### config.mk
export PLATFORM = sky130hd
export DESIGN_NAME = osd_char_ctrl_flat
export DESIGN_NICKNAME = d
export VERILOG_FILES = /design/src/rtl/osd_pkg.sv /design/src/rtl/osd_char_ctrl_if.sv /design/src/rtl/osd_video_delay.sv /design/src/rtl/osd_char_ctrl.sv /design/src/flat_wrapper.sv
export SDC_FILE = /design/constraint.sdc
export NUM_CORES = 1
export LEC_CHECK = 0
export CORE_MARGIN = 1.5
export CORE_UTILIZATION = 45
export DETAILED_ROUTE_END_ITERATION = 12
export PLACE_DENSITY = 0.68
export SLEW_MARGIN = 25
export SYNTH_ARGS = -nofsm -noshare
export SYNTH_HDL_FRONTEND = slang
export SYNTH_SLANG_ARGS = --single-unit
### constraint.sdc
create_clock -name clk -period 5.9 [get_ports clk]
set_input_delay 1.18 -clock clk [delete_from_list [all_inputs] [get_ports clk]]
set_output_delay 1.18 -clock clk [all_outputs]
set_load 0.01 [all_outputs]
### src/rtl/osd_pkg.sv
// Shared constants and the video bus record for the OSD character overlay.
package osd_pkg;

    localparam int unsigned BMP_W_DEF     = 256;
    localparam int unsigned BMP_H_DEF     = 64;
    localparam int unsigned BYTES_PER_ROW = BMP_W_DEF / 8;
    localparam int unsigned PIPE_LAT      = 3;
    localparam int unsigned ROM_AW        = 11;
    localparam int unsigned CNT_W         = 12;
    localparam int unsigned PIX_W         = 24;
    localparam int unsigned VID_W         = PIX_W + 3;

    // One video beat: timing flags plus RGB pixel, 27 bits in total.
    typedef struct packed {
        logic             hs;
        logic             vs;
        logic             de;
        logic [PIX_W-1:0] data;
    } vid_t;

endpackage

### src/rtl/osd_char_ctrl_if.sv
// Video in/out and OSD ROM port bundle.
interface osd_char_ctrl_if;
    import osd_pkg::*;

    logic              i_hs;
    logic              i_vs;
    logic              i_de;
    logic [PIX_W-1:0]  i_data;
    logic              o_hs;
    logic              o_vs;
    logic              o_de;
    logic [PIX_W-1:0]  o_data;
    logic [ROM_AW-1:0] rom_addr;
    logic [7:0]        rom_data;

    modport slave (
        input  i_hs, i_vs, i_de, i_data, rom_data,
        output o_hs, o_vs, o_de, o_data, rom_addr
    );

    modport master (
        output i_hs, i_vs, i_de, i_data, rom_data,
        input  o_hs, o_vs, o_de, o_data, rom_addr
    );

endinterface

### src/rtl/osd_video_delay.sv
// Fixed-depth shift register for the 27-bit timing/pixel bus.
module osd_video_delay
    import osd_pkg::*;
#(
    parameter int unsigned DEPTH = 2
) (
    input  logic             clk,
    input  logic             rst_n,
    input  logic [VID_W-1:0] din,
    output logic [VID_W-1:0] dout
);

    logic [VID_W-1:0] pipe [DEPTH];

    // Shift the bus one stage per clock; reset flushes every stage.
    always_ff @(posedge clk or negedge rst_n) begin
        if (!rst_n) begin
            for (int i = 0; i < int'(DEPTH); i++) pipe[i] <= '0;
        end else begin
            pipe[0] <= din;
            for (int i = 1; i < int'(DEPTH); i++) pipe[i] <= pipe[i-1];
        end
    end

    assign dout = pipe[DEPTH-1];

endmodule

### src/rtl/osd_char_ctrl.sv
// Overlays a 1-bpp ROM bitmap onto a video stream with a fixed 3-clock latency.
module osd_char_ctrl
    import osd_pkg::*;
#(
    parameter int unsigned BMP_W     = BMP_W_DEF,
    parameter int unsigned BMP_H     = BMP_H_DEF,
    parameter logic [23:0] OSD_COLOR = 24'hFF0000
) (
    input  logic             clk,
    input  logic             rst_n,
    input  logic             osd_en,
    input  logic [CNT_W-1:0] pos_x,
    input  logic [CNT_W-1:0] pos_y,
    osd_char_ctrl_if.slave   bus
);

    localparam int unsigned BPR = BMP_W / 8;

    logic [CNT_W-1:0] x_cnt;
    logic [CNT_W-1:0] y_cnt;
    logic [CNT_W-1:0] pos_x_l;
    logic [CNT_W-1:0] pos_y_l;
    logic             en_l;
    logic             vs_q;
    logic             de_q;
    logic             hit1;
    logic             hit2;
    logic [2:0]       bit1;
    logic [2:0]       bit2;

    logic             vs_rise_c;
    logic             de_fall_c;
    logic             hit_c;
    logic [12:0]      x13_c;
    logic [12:0]      y13_c;
    logic [12:0]      px13_c;
    logic [12:0]      py13_c;
    logic [12:0]      dx_c;
    logic [12:0]      dy_c;
    vid_t             vid_in_c;
    vid_t             vid_d;

    // Edge detects and the 13-bit window test (13 bits so pos+size never wraps).
    always_comb begin
        vid_in_c  = '{hs: bus.i_hs, vs: bus.i_vs, de: bus.i_de, data: bus.i_data};
        vs_rise_c = bus.i_vs & ~vs_q;
        de_fall_c = de_q & ~bus.i_de;
        x13_c     = {1'b0, x_cnt};
        y13_c     = {1'b0, y_cnt};
        px13_c    = {1'b0, pos_x_l};
        py13_c    = {1'b0, pos_y_l};
        dx_c      = x13_c - px13_c;
        dy_c      = y13_c - py13_c;
        hit_c     = en_l && bus.i_de
                    && (x13_c >= px13_c) && (x13_c < px13_c + 13'(BMP_W))
                    && (y13_c >= py13_c) && (y13_c < py13_c + 13'(BMP_H));
    end

    // Pixel/line counters and frame-start latching of the overlay configuration.
    always_ff @(posedge clk or negedge rst_n) begin
        if (!rst_n) begin
            x_cnt   <= '0;
            y_cnt   <= '0;
            pos_x_l <= '0;
            pos_y_l <= '0;
            en_l    <= 1'b0;
            vs_q    <= 1'b0;
            de_q    <= 1'b0;
        end else begin
            vs_q <= bus.i_vs;
            de_q <= bus.i_de;
            if (!bus.i_de)                x_cnt <= '0;
            else if (x_cnt != '1)         x_cnt <= x_cnt + 12'd1;
            if (vs_rise_c) begin
                y_cnt   <= '0;
                en_l    <= osd_en;
                pos_x_l <= pos_x;
                pos_y_l <= pos_y;
            end else if (de_fall_c && (y_cnt != '1)) begin
                y_cnt   <= y_cnt + 12'd1;
            end
        end
    end

    // ROM address on hit (held otherwise) plus hit/bit-select pipeline matching ROM latency.
    always_ff @(posedge clk or negedge rst_n) begin
        if (!rst_n) begin
            bus.rom_addr <= '0;
            hit1         <= 1'b0;
            hit2         <= 1'b0;
            bit1         <= '0;
            bit2         <= '0;
        end else begin
            if (hit_c) begin
                bus.rom_addr <= ROM_AW'(32'(dy_c) * BPR + 32'(dx_c >> 3));
            end
            hit1 <= hit_c;
            bit1 <= 3'd7 - dx_c[2:0];
            hit2 <= hit1;
            bit2 <= bit1;
        end
    end

    // First PIPE_LAT-1 stages of the video delay; the final stage is the output register.
    osd_video_delay #(
        .DEPTH (PIPE_LAT - 1)
    ) u_delay (
        .clk   (clk),
        .rst_n (rst_n),
        .din   (vid_in_c),
        .dout  (vid_d)
    );

    // Output stage: substitute the OSD colour where the selected bitmap bit is set.
    always_ff @(posedge clk or negedge rst_n) begin
        if (!rst_n) begin
            bus.o_hs   <= 1'b0;
            bus.o_vs   <= 1'b0;
            bus.o_de   <= 1'b0;
            bus.o_data <= '0;
        end else begin
            bus.o_hs   <= vid_d.hs;
            bus.o_vs   <= vid_d.vs;
            bus.o_de   <= vid_d.de;
            bus.o_data <= (hit2 && bus.rom_data[bit2]) ? OSD_COLOR : vid_d.data;
        end
    end

endmodule

### src/flat_wrapper.sv
// flat-port wrapper written by rule: the top's interface ports become plain ports
module osd_char_ctrl_flat import osd_pkg::*;
#(
    parameter int unsigned BMP_W     = BMP_W_DEF,
    parameter int unsigned BMP_H     = BMP_H_DEF,
    parameter logic [23:0] OSD_COLOR = 24'hFF0000
)
  (clk, rst_n, osd_en, pos_x, pos_y, bus_i_hs, bus_i_vs, bus_i_de, bus_i_data, bus_rom_data, bus_o_hs, bus_o_vs, bus_o_de, bus_o_data, bus_rom_addr);
  osd_char_ctrl_if bus_i ();
  input  logic clk;
  input  logic rst_n;
  input  logic osd_en;
  input  logic [CNT_W-1:0] pos_x;
  input  logic [CNT_W-1:0] pos_y;
  input wire logic [$bits(bus_i.i_hs)-1:0] bus_i_hs;
  input wire logic [$bits(bus_i.i_vs)-1:0] bus_i_vs;
  input wire logic [$bits(bus_i.i_de)-1:0] bus_i_de;
  input wire logic [$bits(bus_i.i_data)-1:0] bus_i_data;
  input wire logic [$bits(bus_i.rom_data)-1:0] bus_rom_data;
  output wire logic [$bits(bus_i.o_hs)-1:0] bus_o_hs;
  output wire logic [$bits(bus_i.o_vs)-1:0] bus_o_vs;
  output wire logic [$bits(bus_i.o_de)-1:0] bus_o_de;
  output wire logic [$bits(bus_i.o_data)-1:0] bus_o_data;
  output wire logic [$bits(bus_i.rom_addr)-1:0] bus_rom_addr;
  assign bus_i.i_hs = bus_i_hs;
  assign bus_i.i_vs = bus_i_vs;
  assign bus_i.i_de = bus_i_de;
  assign bus_i.i_data = bus_i_data;
  assign bus_i.rom_data = bus_rom_data;
  assign bus_o_hs = bus_i.o_hs;
  assign bus_o_vs = bus_i.o_vs;
  assign bus_o_de = bus_i.o_de;
  assign bus_o_data = bus_i.o_data;
  assign bus_rom_addr = bus_i.rom_addr;
  osd_char_ctrl #(.BMP_W(BMP_W), .BMP_H(BMP_H), .OSD_COLOR(OSD_COLOR)) u_core (.clk(clk), .rst_n(rst_n), .osd_en(osd_en), .pos_x(pos_x), .pos_y(pos_y), .bus(bus_i));
endmodule
**Word level (Yosys, flattened, before mapping)**

Index checks and enable logic that the tools add are counted.

- Add/subtract/negate cells: 8
- $lt $le $gt $ge: 5
- Equal/unequal tests: 3
- Mux-type cells: 7
- Bitwise logic cells: 4
- Reductions and logical operators: 8

Operators with widths:

| cell | number |
|---|---|
| 2-to-1 mux 12 bit | 4 |
| < comparator 12 x 13 -> 1 bit | 2 |
| adder 12 x 1 -> 12 bit (second input constant) | 2 |
| >= comparator 12 bit | 2 |
| 2-to-1 mux 24 bit | 1 |
| inequality test 12 bit (second input constant) | 2 |
| adder 12 x 7 -> 13 bit (second input constant) | 1 |
| adder 12 x 9 -> 13 bit (second input constant) | 1 |
| subtractor 12 x 12 -> 13 bit | 1 |
| adder 11 x 10 -> 11 bit | 1 |
| logical AND 1 bit | 7 |
| subtractor 6 bit | 1 |
| < comparator 3 x 4 -> 1 bit (second input constant) | 1 |
| binary-select mux 1 bit (select 3 bit) | 1 |
| subtractor 3 bit (first input constant) | 1 |
| AND 1 bit | 2 |
| inequality test 2 x 1 -> 1 bit (second input constant) | 1 |
| NOT 1 bit | 2 |
| nonzero test 2 bit | 1 |
| 2-to-1 mux 1 bit | 1 |

- Register bits: 151
- Output and inout bits: 38
- Logic and storage cells: 53

**Depth between registers and ports, before layout**

Gate-level depths: netlist of run 1.

- Depth in word-level cells: 5
- Gate-level depth with buffers: 16
- Gate-level depth less buffers: 16

**By module**

Synthesis of run 1 repeated with hierarchy kept, for this count alone.

- Cell total of the unflattened synthesis: 577
- Area total of the unflattened synthesis: 6,806.5 um^2

By module, submodules not included:

| module | instances | cells an instance | area an instance (um^2) | seq. area each (um^2) |
|---|---|---|---|---|
| osd_char_ctrl | 1 | 496 | 5,252.5 | 2,427.3 |
| osd_video_delay | 1 | 81 | 1,554.0 | 1,351.3 |

**Worst setup path before layout of run 1**

OpenSTA, ideal clock, no wires.

- Kind: register to register
- From: reg u_core.x_cnt[0]
- To: reg u_core.bus.rom_addr[10]
- Arrival time: 3.131 ns
- Data required time: 5.772 ns
- Slack: 2.642 ns
- Cell stages (with the launch flop): 16
- Path through: dfrtp_1 -> inv_1 -> ha_1 -> fa_1 -> nor2b_1 -> o21ai_0 -> a21oi_1 -> a21oi_1 -> a211oi_1 -> o311ai_0 -> ha_1 -> a21oi_1 -> o21ai_0 -> xnor2_1 -> xnor2_1 -> mux2_1

- Cells in the longest elaborated chain, start to end: 5
- Elaborated cells on any way between the ends: 8
- Classes of those cells: add/sub (2); order compare (2); reduce/logical (4)

Ends and longest elaborated chain:

| item | RTL line | source |
|---|---|---|
| start: declaration | osd_char_ctrl.sv:19 | `logic [CNT_W-1:0] x_cnt;` |
| start signal: assignment | osd_char_ctrl.sv:73 | `else if (x_cnt != '1) x_cnt <= x_cnt + 12'd1;` |
| parallel branches: the longest is 5 deep, another holds subtractor 12 x 12 -> 13 bit | -- |  |
| end signal: assignment | osd_char_ctrl.sv:95 | `bus.rom_addr <= ROM_AW'(32'(dy_c) * BPR + 32'(dx_c >> 3));` |
| end: declaration | osd_char_ctrl_if.sv:18 | `output o_hs, o_vs, o_de, o_data, rom_addr` |

Parallel ways; which one is timed is not known.
A chain may end at the register's enable or synchronous reset.

**Worst setup path in the final report of run 1**

Ends and elaborated chain as after synthesis.

==> results_dict.tcl, run 1 <==
set metrics [dict create \
    clkSinkCount 149 \
    timing.setup.tns_ps 0 \
    cts_tree "done" \
    cp.required_ps 6200 \
    finalMaxSlewViolations 0 \
    p_sw_mw 0.692 \
    yosys.area.top_type_share 0.569 \
    cts_buffers 17 \
    htree_levels 4 \
    ios 100 \
    p_int_mw 1.90 \
    area_growth_syn_to_layout_pct 26.7 \
    post-route-drc-count 0 \
    postRouteAntennaNets 0 \
    synth_seq_cells 149 \
    synth_cells 550 \
    post-dp-hpwl_um 8850 \
    wl_um 12200 \
    first_iter_violations 182 \
    tightestPinTransition_ps 923 \
    top_usage_layer "met2" \
    cts_resized 0 \
    ys_types 55 \
    rsz0062_at_grt "no" \
    post_cts_buffers 0 \
    drive_above_1_share 0.0866 \
    cp-end-kind "register" \
    path_clk_slew_ps 70 \
    yosys-top-cells-area "dfrtp_1 57%, ha_1 8.2%, xnor2_1 3.5%, nand2_1 2.3%, o21ai_0 2.3%" \
    cts-root-buf "clkbuf_16" \
    outcome "complete, no violations" \
    io_buffers 99 \
    grt_pass1_wl_um 20200 \
    irDropWorstVdd_mv 0.197 \
    setup_viol 0 \
    yosysTopAreaCell "dfrtp_1" \
    synth_area_mm2 0.00656 \
    initial_core_util 0.467 \
    die_h_um 124 \
    place.gp.congestion 0.853 \
    rr_startpoint "u_core.x_cnt[0]" \
    n_antenna_cell 0 \
    grtUsageMet1 0.225 \
    total_power_mw 2.59 \
    num_vias 4287 \
    power_density_mw_per_mm2 312 \
    avgSynthCellArea_um2 11.9 \
    seqPwrFrac 0.434 \
    first_global_vias 4221 \
    worstPathMaxFanout 4 \
    worstSetupPathType "register to register" \
    wl_per_cell_um 14.4 \
    period_share 0.625 \
    pwr-share-clk 0.403 \
    use_met3 0.0453 \
    ys.flop_type "dfrtp_1" \
    worst_hold_path_type "register to register" \
    maxCapViolations 0 \
    timing.fmax_mhz 271 \
    dr.pass1.iters 4 \
    grt_usage 0.175 \
    period_minus_slack_ps 3690 \
    antenna_found_initial 0 \
    cts_hold_buf 0 \
    yosysWarnings 0 \
    comb_power_share 0.162 \
    finalHoldViolCount 0 \
    ys_seq_area_frac 0.569 \
    final_net_count 765 \
    grt-ovfl-total 0 \
    swShare 0.267 \
    synth_edf_count 0 \
    async_flop_share 1.00 \
    clock_skew_ps 8.74 \
    synth.most_common_cell "dfrtp_1" \
    row_count 43 \
    cp-startpoint "u_core.x_cnt[0]" \
    clock_tree.buffer_depth 2 \
    syn_nets 658 \
    clkLatencyLatePin_ps 420 \
    cp.arrival_ps 3990 \
    synth_top_cells_by_count "149 x dfrtp_1, 43 x ha_1, 41 x nand2_1" \
    leakage_nw 3.78 \
    hp-start "u_core.u_delay.pipe[42]" \
    fp.dieArea_mm2 0.0153 \
    relSlewSlack 0.383 \
    worstSetupStartpointType "register" \
    grt_use_met2 0.282 \
    vias_per_cell 5.04 \
    coreArea_mm2 0.0140 \
    grt_max_degree 101 \
    die_x_um 124 \
]
-- power by group through the flow --
stage | clock [mW] | combinational, mW | sequential [mW]
after global placement | 0 | 0.409 | 1.14
final | 1.05 | 0.421 | 1.13
after global routing | 1.12 | 0.477 | 1.13
after CTS | 1.07 | 0.428 | 1.13
after floorplan | 0 | 0.273 | 1.14
after detailed placement | 0 | 0.425 | 1.15
-- path summary, 6_finish.rpt --
check | slack, ps | cells after the start | end
worst max-delay path | 2210 | 15 | u_core.bus.rom_addr[10]
worst min-delay path | 350 | 0 | u_core.u_delay.dout[15]
worst max register to register | 2210 | 15 | u_core.bus.rom_addr[10]
worst min register to register | 350 | 0 | u_core.u_delay.dout[15]
max in group asynchronous | 3870 | 2 | u_core.bus.o_data[18]
min in group asynchronous | 870 | 1 | u_core.u_delay.pipe[51]
-- logic make-up (layout without fill, tap and decap cells) --
family          Yosys count  in the layout  synth area share
compound gates           90             90            0.0888
xor+xnor                 38             38            0.0508
fa+ha+maj                46             46            0.0912
buf+inv                  48            168            0.0303
flops                   149            149             0.569
mux                      19             19            0.0408
simple gates            160            160             0.129
-- registers in the layout (all words and copies together), names as in the netlist --
name and count:
u_core.bit1 3, u_core.pos_y_l 12, u_core.u_delay.dout 27, u_core.bus.o_hs 1, u_core.bit2 3, u_core.hit1 1, u_core.bus.o_vs 1, u_core.hit2 1
u_core.bus.rom_addr 11, u_core.y_cnt 12, u_core.en_l 1, u_core.x_cnt 12, u_core.bus.o_data 24, u_core.bus.o_de 1, u_core.pos_x_l 12, u_core.u_delay.pipe 27
-- layer usage --
layer,part of all wire,vias to the layer above,wire [µm]
met5,0,-,0
met4,0.019,0,238
met3,0.036,20,443
met2,0.48,82,5890
met1,0.46,2085,5660
li1,-,2100,-
-- cell type report --
class                      count  area, µm²
clock buffer                  18        439
clock inverter                14        141
fill                        1133       5730
inverter                      35        131
multi-input combinational    353       2640
sequential                   149       3730
tap                          180        225
timing repair buffer         101       1010
-- stage by stage --
stage / std cells / setup slack [ps] / hold slack [ps] / util / instance area [µm²]
6_report: 850 / 2210 / 346 / 0.592 / 8310
5_1_grt: 850 / 1890 / 353 / 0.592 / 8310
4_1_cts: 850 / 2200 / 347 / 0.592 / 8310
3_5_place_dp: 818 / 2240 / 335 / 0.550 / 7730
3_3_place_gp: 818 / 2400 / 331 / 0.550 / 7730
2_1_floorplan: 550 / 2640 / 331 / - / 6560
-- worst max-delay path, stage by stage (launching register included) --
cell      delay [ps]
dfrtp_1          400
inv_1             60
ha_1             200
fa_1             400
nor2b_1          110
o21ai_0          120
a21oi_1          220
a21oi_1           80
a211oi_1         400
o311ai_0         230
ha_1             380
a21oi_1          250
o21ai_0          170
xnor2_1          160
xnor2_1          130
mux2_1           280
-- cell usage in the layout (no fill, tap or decap), drive strengths merged, types with 4 or more instances in the layout --
cell type      count
inv               41
nand2b            11
o21ai             33
clkinv             4
xor2              12
nor2b              8
mux2              15
a21oi             18
clkdlybuf4s50     98
ha                43
or3                4
nor3              10
clkbuf            18
xnor2             26
nor2              28
a211oi             4
a21o              12
and2              19
and4               4
nand3b             4
nand2             41
nand3             16
a31oi              4
dfrtp            149
nand4              8
No activity file was read; power rests on OpenSTA's default activity.
==> run 2: changes to the inputs <==
--- a/config.mk
+++ b/config.mk
@@ -8,7 +8,7 @@
 export CORE_MARGIN = 1.5
 export CORE_UTILIZATION = 45
 export DETAILED_ROUTE_END_ITERATION = 12
-export PLACE_DENSITY = 0.68
+export PLACE_DENSITY = 0.71
 export SLEW_MARGIN = 25
 export SYNTH_ARGS = -nofsm -noshare
 export SYNTH_HDL_FRONTEND = slang
==> constraint.sdc (replaced) <==
create_clock -name clk -period 3.1 [get_ports clk]
set_input_delay 0.62 -clock clk [delete_from_list [all_inputs] [get_ports clk]]
set_output_delay 0.62 -clock clk [all_outputs]
set_load 0.01 [all_outputs]
==> run 2 against run 1 <==
  * The flow now finishes with violations (setup timing)
  * Worst setup slack got worse by 2300 ps
  * Clock-buffer cell count did not move
  * Sequential share of layout area fell by 1.3 points
  * Worst hold slack got worse by 120 ps
  * Via count rose by 2.5%
  * Clock skew rose by 1.6 ps
  * Clock power rose by 85%
  * Core utilization rose by 1.7 points
  * Critical path depth fell by 1
  * Die area did not move
==> results_dict.tcl, run 2 (synthesized netlist as in run 1, its figures left out) <==
set metrics [dict create \
    nFillCells 1091 \
    dr.pass1.iters 5 \
    irDropWorstVdd_mv 0.389 \
    placed_cell_area_mm2 0.00792 \
    relSlewSlack 0.386 \
    coreArea_mm2 0.0140 \
    period_share 1.02 \
    final_net_count 790 \
    cts_hold_buf 0 \
    clock_skew_ps 10.4 \
    setup_viol 3 \
    fin_hold_ws_ps 231 \
    stdcell_area_mm2 0.00855 \
    maxCapViolations 0 \
    n_antenna_cell 0 \
    period_minus_slack_ps 3160 \
    cts_tree "done" \
    post-route-drc-count 0 \
    worst_hold_path_type "input pin to asynchronous set/reset pin" \
    worstSetupPathType "register to register" \
    worstPathMaxFanout 3 \
    leakage_nw 3.90 \
    most-common-layout-cells "149 x dfrtp_1, 98 x clkdlybuf4s50_1, 41 x nand2_1" \
    violations "setup timing" \
    first_global_vias 4536 \
    vias_per_cell 5.03 \
    grt_max_degree 84 \
    grt-ovfl-total 0 \
    first_iter_violations 263 \
    initial_core_util 0.467 \
    fin_cells 874 \
    cp-startpoint "u_core.pos_x_l[0]" \
    post-dp-hpwl_um 9360 \
    rr_endpoint "u_core.bus.rom_addr[9]" \
    reg2reg_slack_ps -60 \
    die_x_um 124 \
    rr_startpoint "u_core.pos_x_l[0]" \
    dp_cells 840 \
    postRouteAntennaNets 0 \
    clkLatencyLatePin_ps 420 \
    power_density_mw_per_mm2 590 \
    area_growth_syn_to_layout_pct 30.5 \
    fp.dieArea_mm2 0.0153 \
    num_vias 4393 \
    wl_per_cell_um 15.2 \
    setup_slack_ps -63.1 \
    endpoint "u_core.bus.rom_addr[9]" \
    timing.setup.tns_ps -130 \
    ios 100 \
    drive_above_1_share 0.138 \
    rsz0062_at_grt "yes" \
    cts_buffers 17 \
    outcome "finished, violations left" \
    clock_tree.buffer_depth 2 \
    final_common_cell "dfrtp_1" \
    grt_pass1_wl_um 21900 \
    cp.arrival_ps 3470 \
    clkSinkCount 149 \
    tightestPinTransition_ps 914 \
    io_buffers 99 \
    timing.fmax_mhz 316 \
    antenna_found_initial 0 \
    worstSetupStartpointType "register" \
    finalMaxSlewViolations 0 \
    cp.required_ps 3410 \
    place.gp.congestion 0.891 \
    die_h_um 124 \
    wl_um 13300 \
    grt_usage 0.190 \
    r2r_cells 14 \
    path_clk_slew_ps 60 \
    htree_levels 4 \
    cts-root-buf "clkbuf_16" \
    row_count 43 \
    finalHoldViolCount 0 \
    cp-end-kind "register" \
]
run 2: cell types whose count changed in the layout (fill, tap and decap cells not counted), sizes merged:
| cell | previous run | this run |
|---|---|---|
| inv | 41 | 38 |
| clkinvlp | 3 | 2 |
| buf | 3 | 28 |
| clkinv | 4 | 7 |
run 2: critical path: stages, from the launching register on:
cell	delay [ps]
dfrtp_1	380
ha_2	200
fa_2	360
nor2b_2	160
o21ai_2	90
a21oi_2	200
a21oi_2	60
a211oi_2	270
xor2_1	120
ha_2	200
fa_2	340
a21o_1	190
a21oi_2	160
xnor2_1	70
mux2_4	260
run 2: what timing repair did:
| item | in CTS | in global routing |
|---|---|---|
| setup buffers | 1 | 2 |
| endpoints found under the setup margin | 3 | 3 |
| gates resized for setup | 10 | 3 |
| pin swaps | 5 | 1 |
run 2: worst min-delay path by stage:
stage          depth (start not counted)                     from                       to
2_1_floorplan                          0                    rst_n           u_core.bit1[0]
3_3_place_gp                           0  u_core.u_delay.pipe[28]   u_core.u_delay.dout[1]
3_5_place_dp                           0           u_core.bit1[0]           u_core.bit2[0]
4_1_cts                                1                    rst_n  u_core.u_delay.dout[18]
5_1_grt                                1                    rst_n  u_core.u_delay.dout[18]
6_report                               1                    rst_n  u_core.u_delay.dout[18]
run 2: metrics by stage:
stage          utilization  worst slack [ps]  total power [mW]
2_1_floorplan            -             -29.4              2.70
3_3_place_gp         0.564             -80.0              3.03
3_5_place_dp         0.564              -208              3.08
4_1_cts              0.608             -18.6              5.09
5_1_grt              0.609              -214              5.31
6_report             0.609             -63.1              5.05
run 2: area by class of cell:
cell class | instances | area, µm² | area share
timing repair buffer | 126 | 1210 | 0.141
clock inverter | 13 | 128 | 0.0149
clock buffer | 18 | 439 | 0.0513
inverter | 35 | 131 | 0.0154
multi-input combinational | 353 | 2690 | 0.315
sequential | 149 | 3730 | 0.436
tap | 180 | 225 | 0.0263
run 2: where the power goes:
| part | switching (mW) | internal [mW] |
|---|---|---|
| clock network | 0.812 | 1.13 |
| logic | 0.458 | 0.499 |
| registers | 0.0693 | 2.08 |
run 2: metal layers:
metal | up-vias | GRT usage | share of wire
met5 | - | 0 | 0
met4 | 0 | 0.0797 | 0.026
met3 | 20 | 0.0522 | 0.050
met2 | 110 | 0.314 | 0.48
met1 | 2114 | 0.236 | 0.44
li1 | 2149 | - | -
